## config.mk

```make
export PLATFORM = sky130hd
export DESIGN_NAME = alu_iter
export DESIGN_NICKNAME = d
export VERILOG_FILES = /design/src/rtl/alu_iter.sv
export SDC_FILE = /design/constraint.sdc
export NUM_CORES = 1
export LEC_CHECK = 0
export CORE_MARGIN = 2
export CORE_UTILIZATION = 40
export CTS_CLUSTER_DIAMETER = 200
export DETAILED_ROUTE_END_ITERATION = 12
export SYNTH_ARGS = -nofsm -noshare
export SYNTH_HDL_FRONTEND = slang
export SYNTH_SLANG_ARGS = --single-unit
```

## constraint.sdc

```tcl
create_clock -name clk -period 2.5 [get_ports clk]
set_input_delay 0.75 -clock clk [delete_from_list [all_inputs] [get_ports clk]]
set_output_delay 0.75 -clock clk [all_outputs]
set_load 0.03 [all_outputs]
```

## src/rtl/alu_iter.sv

```systemverilog
// alu_iter: multi-cycle ALU responder. Single-cycle arithmetic/logic/compare,
// serial one-bit-per-cycle shifts, valid/ready on both request and result.

package alu_iter_pkg;
  localparam int ISA_WIDTH   = 32;
  localparam int ALU_FUNCT_W = 4;

  localparam logic [ALU_FUNCT_W-1:0] FN_NO_FUNCT     = 4'd0;
  localparam logic [ALU_FUNCT_W-1:0] FN_ADD          = 4'd1;
  localparam logic [ALU_FUNCT_W-1:0] FN_SUB          = 4'd2;
  localparam logic [ALU_FUNCT_W-1:0] FN_XOR          = 4'd3;
  localparam logic [ALU_FUNCT_W-1:0] FN_OR           = 4'd4;
  localparam logic [ALU_FUNCT_W-1:0] FN_AND          = 4'd5;
  localparam logic [ALU_FUNCT_W-1:0] FN_SHIFT_L_L    = 4'd6;
  localparam logic [ALU_FUNCT_W-1:0] FN_SHIFT_R_L    = 4'd7;
  localparam logic [ALU_FUNCT_W-1:0] FN_SHIFT_R_A    = 4'd8;
  localparam logic [ALU_FUNCT_W-1:0] FN_EQ           = 4'd9;
  localparam logic [ALU_FUNCT_W-1:0] FN_NEQ          = 4'd10;
  localparam logic [ALU_FUNCT_W-1:0] FN_LESS         = 4'd11;
  localparam logic [ALU_FUNCT_W-1:0] FN_GREATER_EQ   = 4'd12;
  localparam logic [ALU_FUNCT_W-1:0] FN_LESS_U       = 4'd13;
  localparam logic [ALU_FUNCT_W-1:0] FN_GREATER_EQ_U = 4'd14;
endpackage

module alu_iter
  import alu_iter_pkg::*;
#(
  parameter int DATA_W  = ISA_WIDTH,
  parameter int SHAMT_W = $clog2(DATA_W)
) (
  input  logic                   clk,
  input  logic                   rst,
  input  logic                   in_valid,
  output logic                   in_ready,
  input  logic [DATA_W-1:0]      in_a,
  input  logic [DATA_W-1:0]      in_b,
  input  logic [ALU_FUNCT_W-1:0] in_funct,
  output logic                   out_valid,
  input  logic                   out_ready,
  output logic [DATA_W-1:0]      out_result
);

  typedef enum logic [1:0] {
    ST_IDLE  = 2'd0,
    ST_SHIFT = 2'd1,
    ST_DONE  = 2'd2
  } state_t;

  state_t                   state_r;
  logic                     ready_r;
  logic                     valid_r;
  logic [DATA_W-1:0]        result_r;   // doubles as the shift working register
  logic [SHAMT_W-1:0]       cnt_r;
  logic [ALU_FUNCT_W-1:0]   funct_r;
  logic [SHAMT_W-1:0]       shamt_s;
  logic                     start_shift_s;

  // Widen a compare flag into a full-width result.
  function automatic logic [DATA_W-1:0] to_flag(input logic flag);
    return {{(DATA_W-1){1'b0}}, flag};
  endfunction

  function automatic logic is_shift(input logic [ALU_FUNCT_W-1:0] f);
    return (f == FN_SHIFT_L_L) || (f == FN_SHIFT_R_L) || (f == FN_SHIFT_R_A);
  endfunction

  // Single-cycle result; shift codes only reach here with a zero amount.
  function automatic logic [DATA_W-1:0] alu_eval(input logic [DATA_W-1:0]      a,
                                                 input logic [DATA_W-1:0]      b,
                                                 input logic [ALU_FUNCT_W-1:0] f);
    logic [DATA_W-1:0] r;
    r = {DATA_W{1'b0}};
    case (f)
      FN_ADD:          r = a + b;
      FN_SUB:          r = a - b;
      FN_XOR:          r = a ^ b;
      FN_OR:           r = a | b;
      FN_AND:          r = a & b;
      FN_EQ:           r = to_flag(a == b);
      FN_NEQ:          r = to_flag(a != b);
      FN_LESS:         r = to_flag($signed(a) < $signed(b));
      FN_GREATER_EQ:   r = to_flag($signed(a) >= $signed(b));
      FN_LESS_U:       r = to_flag(a < b);
      FN_GREATER_EQ_U: r = to_flag(a >= b);
      FN_SHIFT_L_L,
      FN_SHIFT_R_L,
      FN_SHIFT_R_A:    r = a;
      default:         r = {DATA_W{1'b0}};
    endcase
    return r;
  endfunction

  // One serial shift step of the working register.
  function automatic logic [DATA_W-1:0] shift_one(input logic [DATA_W-1:0]      v,
                                                  input logic [ALU_FUNCT_W-1:0] f);
    logic [DATA_W-1:0] r;
    r = v;
    case (f)
      FN_SHIFT_L_L: r = {v[DATA_W-2:0], 1'b0};
      FN_SHIFT_R_L: r = {1'b0, v[DATA_W-1:1]};
      FN_SHIFT_R_A: r = {v[DATA_W-1], v[DATA_W-1:1]};
      default:      r = v;
    endcase
    return r;
  endfunction

  assign shamt_s       = in_b[SHAMT_W-1:0];
  assign start_shift_s = is_shift(in_funct) && (shamt_s != {SHAMT_W{1'b0}});

  // Control FSM with registered handshake outputs and result/working register.
  always_ff @(posedge clk or negedge rst) begin
    if (!rst) begin
      state_r  <= ST_IDLE;
      ready_r  <= 1'b1;
      valid_r  <= 1'b0;
      result_r <= {DATA_W{1'b0}};
      cnt_r    <= {SHAMT_W{1'b0}};
      funct_r  <= FN_NO_FUNCT;
    end else begin
      case (state_r)
        ST_IDLE: begin
          if (in_valid && ready_r) begin
            funct_r <= in_funct;
            cnt_r   <= shamt_s;
            ready_r <= 1'b0;
            if (start_shift_s) begin
              result_r <= in_a;
              state_r  <= ST_SHIFT;
            end else begin
              result_r <= alu_eval(in_a, in_b, in_funct);
              valid_r  <= 1'b1;
              state_r  <= ST_DONE;
            end
          end
        end
        ST_SHIFT: begin
          result_r <= shift_one(result_r, funct_r);
          cnt_r    <= cnt_r - SHAMT_W'(1);
          if (cnt_r == SHAMT_W'(1)) begin
            valid_r <= 1'b1;
            state_r <= ST_DONE;
          end
        end
        ST_DONE: begin
          if (out_ready) begin
            valid_r <= 1'b0;
            ready_r <= 1'b1;
            state_r <= ST_IDLE;
          end
        end
        default: begin
          state_r <= ST_IDLE;
          ready_r <= 1'b1;
          valid_r <= 1'b0;
          cnt_r   <= {SHAMT_W{1'b0}};
        end
      endcase
    end
  end

  assign in_ready   = ready_r;
  assign out_valid  = valid_r;
  assign out_result = result_r;

endmodule
```

# == After elaboration in Yosys (flattened, before gate mapping) ==
# Index checks and enable logic that the tools add are counted.
# totals
reg_bits,45
word_cells,83
# op_classes
add_sub_neg,3
order_cmp,4
n_eq_ne,29
muxes,20
n_bitwise,5
reduce_logical,15
# ops
cell,n
$pmux W32 S12,1
$pmux W32 S3,1
$ge A32 B32 Y1,2
$lt A32 B32 Y1,2
$mux W32,2
$pmux W32 S2,1
$add A32 B32 Y32,1
$and A32 B32 Y32,1
$eq A32 B32 Y1,1
$eq A4 B4 Y1 const B,8
$ne A32 B32 Y1,1
$or A32 B32 Y32,1
$sub A32 B32 Y32,1
$xor A32 B32 Y32,1
$eq A4 B3 Y1 const B,6
$pmux W5 S3,1
$ne A2 B2 Y1 const B,5
$reduce_and A3 Y1,3
$eq A4 B2 Y1 const B,2
$mux W2,4
$reduce_and A4 Y1,2
$mux W1,6
$pmux W1 S3,2
$pmux W2 S3,1
other kinds (16),20

# == Longest topological paths before layout ==
# Gate-level depths: netlist of the first run.
# depth
ltp_word,7
depth_mapped,13
mapped_depth_nobuf,13

# == Worst setup path before layout of the first run ==
# No wires, ideal clock.
# synth_path
path_type,in2reg
start,input port in_a[0]
end,"register result_r[30], in the netlist out_result[30]"
setup_time_ns,0.129
arrival_ns,3.126
setup_slack_ns,-0.755
stages,11
n_path_buf,0
cell_sequence,ha_1 > fa_1 > a21oi_1 > nand4b_1 > a21oi_1 > or4_4 > a21o_1 > a211o_1 > nor2b_4 > a211oi_2 > o31ai_1
# synth_via
elab_chain_cells,5
word_cells_on_any_way,6
classes_between,add/sub: 2; mux: 4
# synth_rtl
item,line_no,text
start: declaration,35,"input logic [DATA_W-1:0] in_a,"
$sub A32 B32 Y32 or $add A32 B32 Y32 (tied branches),"75, 74",
$pmux W32 S12 *,73,case (f)
$mux W32 *,126,if (start_shift_s) begin
$mux W32 *,122,if (in_valid && ready_r) begin
$pmux W32 S2 *,120,case (state_r)
end signal: assignment,127,result_r <= in_a;
end signal: assignment,130,"result_r <= alu_eval(in_a, in_b, in_funct);"
end signal: assignment,137,"result_r <= shift_one(result_r, funct_r);"
end: declaration,52,logic [DATA_W-1:0] result_r;
# Mark *: on every way between the ends. The rest lies on a longest branch, timed or not. The select of a mux whose other input is x is not followed.
# A chain may end at the register's enable or synchronous reset.

# == Worst setup path after layout of the first run ==
# layout_path
start,input port in_b[0]
end,"register result_r[24], in the netlist out_result[24]"
# layout_via
elab_chain_cells,5
word_cells_on_any_way,8
classes_between,add/sub: 2; mux: 4; reduce/logical: 2
# layout_rtl
item,line_no,text
start: declaration,36,"input logic [DATA_W-1:0] in_b,"
"$sub A32 B32 Y32, or another cell as far along",75,FN_SUB: r = a - b;
$pmux W32 S12 or $logic_and A1 B1 Y1 (tied branches),"73, 108",
$mux W32 *,126,
$mux W32 *,122,
$pmux W32 S2 *,120,
# Marks and branches as above.

==> metrics.md, run 1 <==
| Metric | Value |
|---|---|
| GRT Overall Usage | `34.9%` |
| Critical Path End | `out_result[24]` |
| Share of layout cells above drive strength 1 | `49.3%` |
| Vias in the first global route | `11000` |
| Max cap viols | `0` |
| DR DRC count | `0` |
| Unrepaired setup endpoints after global routing | `yes` |
| TritonCTS clock tree | `built` |
| Wl on met1 | `16.3 mm` |
| Wirelength, routed | `39.8 mm` |
| Seq cells post-synth | `45` |
| Top-level port count | `106` |
| Sequential area share after synthesis | `14.1%` |
| Largest stage delay, worst path | `0.37 ns` |
| DRT iter0 DRCs | `1013` |
| Initial DRT Pass Iterations | `6` |
| Initial core utilization | `41.0%` |
| DIE WIDTH | `145 um` |
| Cell Rows | `51` |
| Dominant synthesized flop cell | `dfrtp_1` |
| Most common cell after layout, fill and taps aside | `buf_4` |
| Worst vdd ir | `0.274 mV` |
| Reg2Reg Setup Slack | `0.16 ns` |
| Met3 WL post-DR | `3.18 mm` |
| ANT nets after route | `0` |
| Mapped Area | `0.00800 mm2` |
| Synthesized instance count | `1140` |
| DP HPWL | `28.7 mm` |
| Critical path type | `input port to flip-flop` |
| Routed WL per cell | `21.0 um` |
| Worst hold path class | `input port to async pin` |
| Worst-path clk slew | `0.08 ns` |
| Mapped Nets | `1315` |
| Global-route wire length before repair | `59.5 mm` |
| H-Tree Level Count | `2` |
| Ant. Diodes | `0` |
| Tot Pwr | `4.20 mW` |
| Highest routed metal layer | `met4` |
| Overall die height | `145 um` |
| Layout filler cell count | `1477` |
| Max Freq | `316 MHz` |
| CP Cell Sequence | `buf_8 > ha_4 > fa_2 > a21oi_4 > nand4b_1 > buf_4 > nand2_4 > a211o_1 > a31o_4 > a311o_1 > xnor2_2 > a21oi_2 > a21oi_2` |
| Mean post-synth cell area | `7.02 um2` |
| Final Hold Viols | `0` |
| Total CTS buffers | `5` |
| Initial antenna violation count | `0` |
| Maximum fanout along the worst path | `3` |
| Synth async-reset ratio | `100%` |
| Fin Clk Skew | `0.0117 ns` |
| Crit Reg-Reg Startpoint | `funct_r[1]` |
| Worst-skew pair later-pin latency | `0.31 ns` |
| Data required, critical path | `2.70 ns` |
| Synth warn | `0` |
| Slew Limit Fails | `0` |
| Slew HR | `63.6%` |
| Most used cell, CP | `a21oi_2` |
| Number of setup violations in the final report | `29` |
| Slew @ Worst Pin | `0.543 ns` |
| Worst Reg-to-Reg Cells | `6` |
| Worst setup EP type | `flip-flop` |
| Met2 wire length | `18.5 mm` |
| LEAKAGE | `6.58 nW` |
| Area delta synth->final | `83.2%` |
| Via density | `5.90` |
| Vias | `11200` |
| Clock Sinks | `45` |
| Synth cell types | `87` |
| Crit path DAT | `3.37 ns` |
| Worst setup margin | `-0.663 ns` |
| Failing checks | `setup timing` |
| Pwr Density | `287 mW/mm2` |
| Status | `finished with violations` |
| Worst setup path start | `in_b[0]` |
| PortBufs | `105` |
| RR Endpoint | `out_result[30]` |
| Die area | `0.0211 mm2` |
| Largest net degree at the start of global routing | `31` |
| Number of flops mapped to enable cells by yosys | `0` |
| Gpl congestion | `0.973` |
| Setup tns final | `-11.84 ns` |
| Nets | `1806` |
| Core region area | `0.0195 mm2` |
| Hold buffers post-CTS | `0` |
| Gr ovfl total | `0` |
| Maximum buffer depth of the clock tree | `2` |
| Crit path launch type | `input port` |
| Post-place setup slack | `-1.37 ns` |
| Clk root buf | `clkbuf_16` |
| Highest-count cells in the layout ignoring fill and taps | `buf_4, nand2_1, nor2_1` |
| Period utilization | `127%` |
| Crit-path slowest cell | `fa_2` |
| Min Tclk post-route | `3.16 ns` |
-- logic make-up (layout without fill, tap and decap cells) --
group / count (synthesis) / count (layout) / synth area share (%)
AOI/OAI and AO/OA: 417 / 417 / 35.3
and+or+nand+nor: 370 / 370 / 22.4
buffers and inverters: 179 / 671 / 8.76
adders and majority gates: 103 / 103 / 16.3
DFF: 45 / 45 / 14.1
xor gates and xnor gates: 16 / 16 / 1.75
muxes: 10 / 10 / 1.36
-- sequential cells by signal (all words and copies together), names as in the netlist --
register	cells
in_ready	1
out_valid	1
out_result	32
state_r	2
cnt_r	5
funct_r	4
-- metrics by stage --
stage	hold WS, ns	instance area [um2]	instances	util, %
finish	0.359	14700	1897	75.0
global route	0.384	14700	1897	75.0
CTS	0.366	14200	1884	72.5
detailed placement	0.505	12300	1802	63.2
global placement	0.476	12300	1802	63.2
floorplan	0.454	8450	1140	-
-- cell usage after synthesis, types with 5 or more instances --
cell type	instances	area, um2
nand2_1	110	413
a21oi_1	108	541
nor2_1	107	402
ha_1	101	1260
inv_1	98	368
o21ai_0	67	335
clkbuf_1	60	225
dfrtp_1	44	1100
nand3_1	30	150
a221oi_1	25	219
a31oi_1	23	144
nor3_1	22	110
a21o_1	20	150
o22ai_1	19	119
o211ai_1	14	105
a22oi_1	12	90.1
nand2b_1	12	75.1
nor2b_1	12	75.1
xnor2_1	12	105
buf_2	11	55.1
and3_1	10	62.6
o2111ai_1	10	87.6
o21ai_1	10	50.1
o31ai_1	10	75.1
a211oi_1	9	67.6
nor4_1	9	56.3
o21bai_1	9	67.6
nand4_1	8	50.1
o21a_1	8	60.1
a221o_1	6	60.1
a22o_1	6	52.6
mux2_2	6	67.6
or3_1	6	37.5
a211o_1	5	43.8
and2_1	5	31.3
o22a_1	5	43.8
-- layout make-up --
class	count	area (um2)	area share [%]
repair buffers	561	4700	32.1
well taps	265	332	2.26
clock buffers	5	125	0.854
flip-flops and latches	45	1130	7.69
inverters	102	427	2.91
multi-input cells	916	7920	54.0
clock inverters	3	25.0	0.171
-- layer usage --
layer | GRT usage (%) | vias up
li1 | - | 5150
met1 | 45.5 | 5314
met2 | 59.5 | 578
met3 | 4.58 | 151
met4 | 11.8 | 0
met5 | 0 | -
-- power by group --
| group | internal (mW) | switching [mW] | leakage [nW] |
|---|---|---|---|
| Sequential | 0.727 | 0 | 0.599 |
| Combinational | 1.35 | 1.38 | 5.91 |
| Clock | 0.378 | 0.371 | 0.0704 |
| Total | 2.45 | 1.75 | 6.58 |
-- how the worst min path moves through the flow --
stage / depth (start not counted) / end / slack (ns) / startpoint
floorplan: 0 / cnt_r[0] / 0.45 / rst
global placement: 1 / out_valid / 0.48 / out_valid
finish: 1 / out_result[1] / 0.36 / rst
detailed placement: 1 / out_valid / 0.51 / out_valid
global route: 1 / out_result[1] / 0.38 / rst
CTS: 1 / out_result[1] / 0.37 / rst
-- worst max-delay path: cells and delay by family --
family                     cells  cell delay [ns]
xor gates and xnor gates       1             0.15
buffers and inverters          2             0.28
AOI/OAI and AO/OA              6             1.37
and+or+nand+nor                2             0.29
adders and majority gates      2             0.53
-- repair_timing --
action	CTS	global route
gates resized for setup	464	94
pin swaps	148	114
endpoints found under the setup margin	33	30
setup buffers	79	20
hold endpoints to repair	0	0
Note: power is estimated with default switching activity, not from simulation.
==> run 2: changes to the inputs <==
CAP_MARGIN = 30   (was default)
==> results of run 2 <==
Same layout as run 1: the final DEF is identical, and so are final timing and power.
==> run 3: changes to the inputs <==
ABC_AREA = 1   (was default)
==> run 3 against run 2 <==
  * The run still ends with setup timing left
  * Count of clock-buffer cells in the layout stayed put
  * Area after synthesis grew 5.1%
  * Clock skew down 0.0039 ns
  * Critical path type unchanged
==> metrics.md, run 3 <==
| Metric | Value |
|---|---|
| Gpl congestion | `0.998 (+2.6%)` |
| Cell taking the most area after synthesis | `nand2_1` |
| Share of layout cells above drive strength 1 | `52.5% (+3.2 points)` |
| Min Hold Slack | `0.504 ns (+0.144 ns)` |
| Data required, critical path | `2.71 ns (about the same)` |
| Finished layout cell area | `0.0153 mm2 (+4.3%)` |
| Failing checks | `setup timing` |
| Ant. Diodes | `0 (unchanged)` |
| Clk root buf | `clkbuf_16` |
| DR DRC count | `0 (unchanged)` |
| Mapped Area | `0.00841 mm2 (+5.1%)` |
| Slew Limit Fails | `0 (unchanged)` |
| Initial core utilization | `40.4% (-0.58 points)` |
| Initial antenna violation count | `0 (unchanged)` |
| Mapped Nets | `1631 (+24%)` |
| Tot Pwr | `8.06 mW (+92%)` |
| Nets | `2114 (+17%)` |
| Maximum buffer depth of the clock tree | `2 (unchanged)` |
| DP HPWL | `29.2 mm (+1.7%)` |
| Maximum fanout along the worst path | `4 (+1)` |
| Die area | `0.0222 mm2 (+5.0%)` |
| Layout filler cell count | `1689 (+14%)` |
| Largest net degree at the start of global routing | `46 (+48%)` |
| Global-route wire length before repair | `59.4 mm (-0.14%)` |
| Sequential area share after synthesis | `13.4% (-0.69 points)` |
| H-Tree Level Count | `2 (unchanged)` |
| Wirelength, routed | `40.2 mm (+1.1%)` |
| Number of setup violations in the final report | `1 (-97%)` |
| Max reg flops | `32 (unchanged)` |
| Post-place setup slack | `-0.883 ns (+0.486 ns)` |
| Initial DRT Pass Iterations | `5 (-1)` |
| DRT iter0 DRCs | `761 (-25%)` |
| Worst hold path class | `flip-flop to flip-flop` |
| Synth cell types | `45 (-48%)` |
| Status | `finished with violations` |
| Gr ovfl total | `0 (unchanged)` |
| Main area contributors after synthesis | `nand2_1, ha_1, dfrtp_1` |
| Worst vdd ir | `0.427 mV (+56%)` |
| Clock Sinks | `45 (unchanged)` |
| Unrepaired setup endpoints after global routing | `yes` |
| Core region area | `0.0208 mm2 (+6.6%)` |
| Max cap viols | `0 (unchanged)` |
| Most common cell after layout, fill and taps aside | `buf_4` |
| Pwr Density | `527 mW/mm2 (+84%)` |
| Slew @ Worst Pin | `0.921 ns (+0.377 ns)` |
| Seq cells post-synth | `45 (unchanged)` |
| Number of flops mapped to enable cells by yosys | `0 (unchanged)` |
| Top-level port count | `106 (unchanged)` |
| Post-DP Area | `0.0122 mm2 (-1.2%)` |
| ANT nets after route | `0 (unchanged)` |
| Slew HR | `38.6% (-25 points)` |
| Vias | `12100 (+7.7%)` |
| Worst setup margin | `-0.106 ns (+0.557 ns)` |
| Worst-path clk slew | `0.07 ns (about the same)` |
| Max Freq | `384 MHz (+21%)` |
| Synth async-reset ratio | `100% (unchanged)` |
| Dominant synthesized flop cell | `dfrtp_1` |
| Fin util | `73.4% (-1.7 points)` |
| Worst setup EP type | `flip-flop` |
| Final Hold Viols | `0 (unchanged)` |
| Top cells by count, synth | `nand2_1, inv_1, nor2_1, nand3_1` |
| Crit path launch type | `input port` |
| Fin Clk Skew | `0.00775 ns (-0.00393 ns)` |
| Min Tclk post-route | `2.61 ns (-0.557 ns)` |
| Routed WL per cell | `18.2 um (-13%)` |
| Highest-count cells in the layout ignoring fill and taps | `buf_4, nand2_1, inv_2` |
| Critical path type | `input port to flip-flop` |
| LEAKAGE | `7.28 nW (+11%)` |
| PortBufs | `105 (unchanged)` |
| Synth warn | `0 (unchanged)` |
| Synthesized instance count | `1456 (+28%)` |
| Area delta synth->final | `81.7%` |
| Top-count cell post-synth | `nand2_1` |
| Crit path DAT | `2.82 ns (-0.55 ns)` |
| Period utilization | `104% (-22 points)` |
| Overall die height | `149 um (+2.5%)` |
| Worst-skew pair later-pin latency | `0.30 ns (about the same)` |
| Cell Rows | `53 (+3.9%)` |
| DIE WIDTH | `149 um (+2.5%)` |
| Mean post-synth cell area | `5.78 um2 (-18%)` |
| Vias in the first global route | `11600 (+5.2%)` |
| TritonCTS clock tree | `built` |
| GRT Overall Usage | `33.8% (-1.0 points)` |
| Via density | `5.44 (-7.8%)` |
| Total CTS buffers | `5 (unchanged)` |
| Share of the synthesized area in the top cell type | `15.6% (-0.18 points)` |
[run 3: cell type report]
| class | instances | area [um2] | area share (%) |
|---|---|---|---|
| clock buffer | 5 | 125 | 0.819 |
| clock inverter | 3 | 21.3 | 0.139 |
| inverter | 223 | 858 | 5.62 |
| multi-input combinational | 1135 | 8540 | 55.9 |
| sequential | 45 | 1130 | 7.38 |
| tap | 275 | 344 | 2.25 |
| timing repair buffer | 529 | 4270 | 27.9 |
[run 3: critical path, stage by stage]
cell and delay [ns]:
buf_8 0.10, ha_4 0.16, fa_2 0.39, nand2_2 0.11, nand3_2 0.07, o21a_1 0.14, nand2_1 0.10, nand2_2 0.11
nand2_2 0.11, nand2_4 0.08, a21oi_2 0.16, o21ai_1 0.08, nand3_1 0.15, nand2_1 0.09, a31oi_1 0.20
[run 3: through the flow]
stage	std cells	TNS [ns]
2_1_floorplan	1456	0
3_3_place_gp	2131	-22.88
3_5_place_dp	2131	-22.45
4_1_cts	2180	-0.0135
5_1_grt	2215	-1.49
6_report	2215	-0.106
[run 3: cell families after synthesis]
| group | count (synthesis) | share of synthesized area [%] |
|---|---|---|
| simple gates | 699 | 34.4 |
| flops | 45 | 13.4 |
| fa+ha+maj | 103 | 15.5 |
| buf+inv | 276 | 13.6 |
| compound gates | 330 | 22.8 |
| xor+xnor | 3 | 0.313 |
[run 3: power by group]
group	internal [mW]	leakage, nW	switching, mW
registers	1.12	0.531	0.357
logic	2.44	6.68	3.45
clock network	0.373	0.0702	0.318
total	3.93	7.28	4.13
[run 3: timing repair]
action	CTS	global route
setup endpoints to repair	31	30
buffers inserted	40	36
cloned	1	0
pin swaps	160	136
hold buffers	0	0
resized for setup	597	282
[run 3: path summary, 6_finish.rpt]
check / startpoint / slack, ns / cells after the start / to
worst min-delay path: out_valid / 0.50 / 2 / out_valid
min in group asynchronous: rst / 0.53 / 2 / out_valid
worst max-delay path: in_a[0] / -0.11 / 15 / out_result[16]
worst max register to register: funct_r[3] / 0.43 / 9 / out_result[19]
max in group asynchronous: rst / 1.54 / 2 / out_result[21]
worst min register to register: out_valid / 0.50 / 2 / out_valid
[run 3: metal layers]
layer / GRT usage (%) / up-vias / routed length [um]
met5: 0 / - / 0
met2: 58.0 / 507 / 19100
met1: 40.8 / 5630 / 16100
met4: 20.7 / 0 / 2820
li1: - / 5766 / -
met3: 3.43 / 151 / 2160
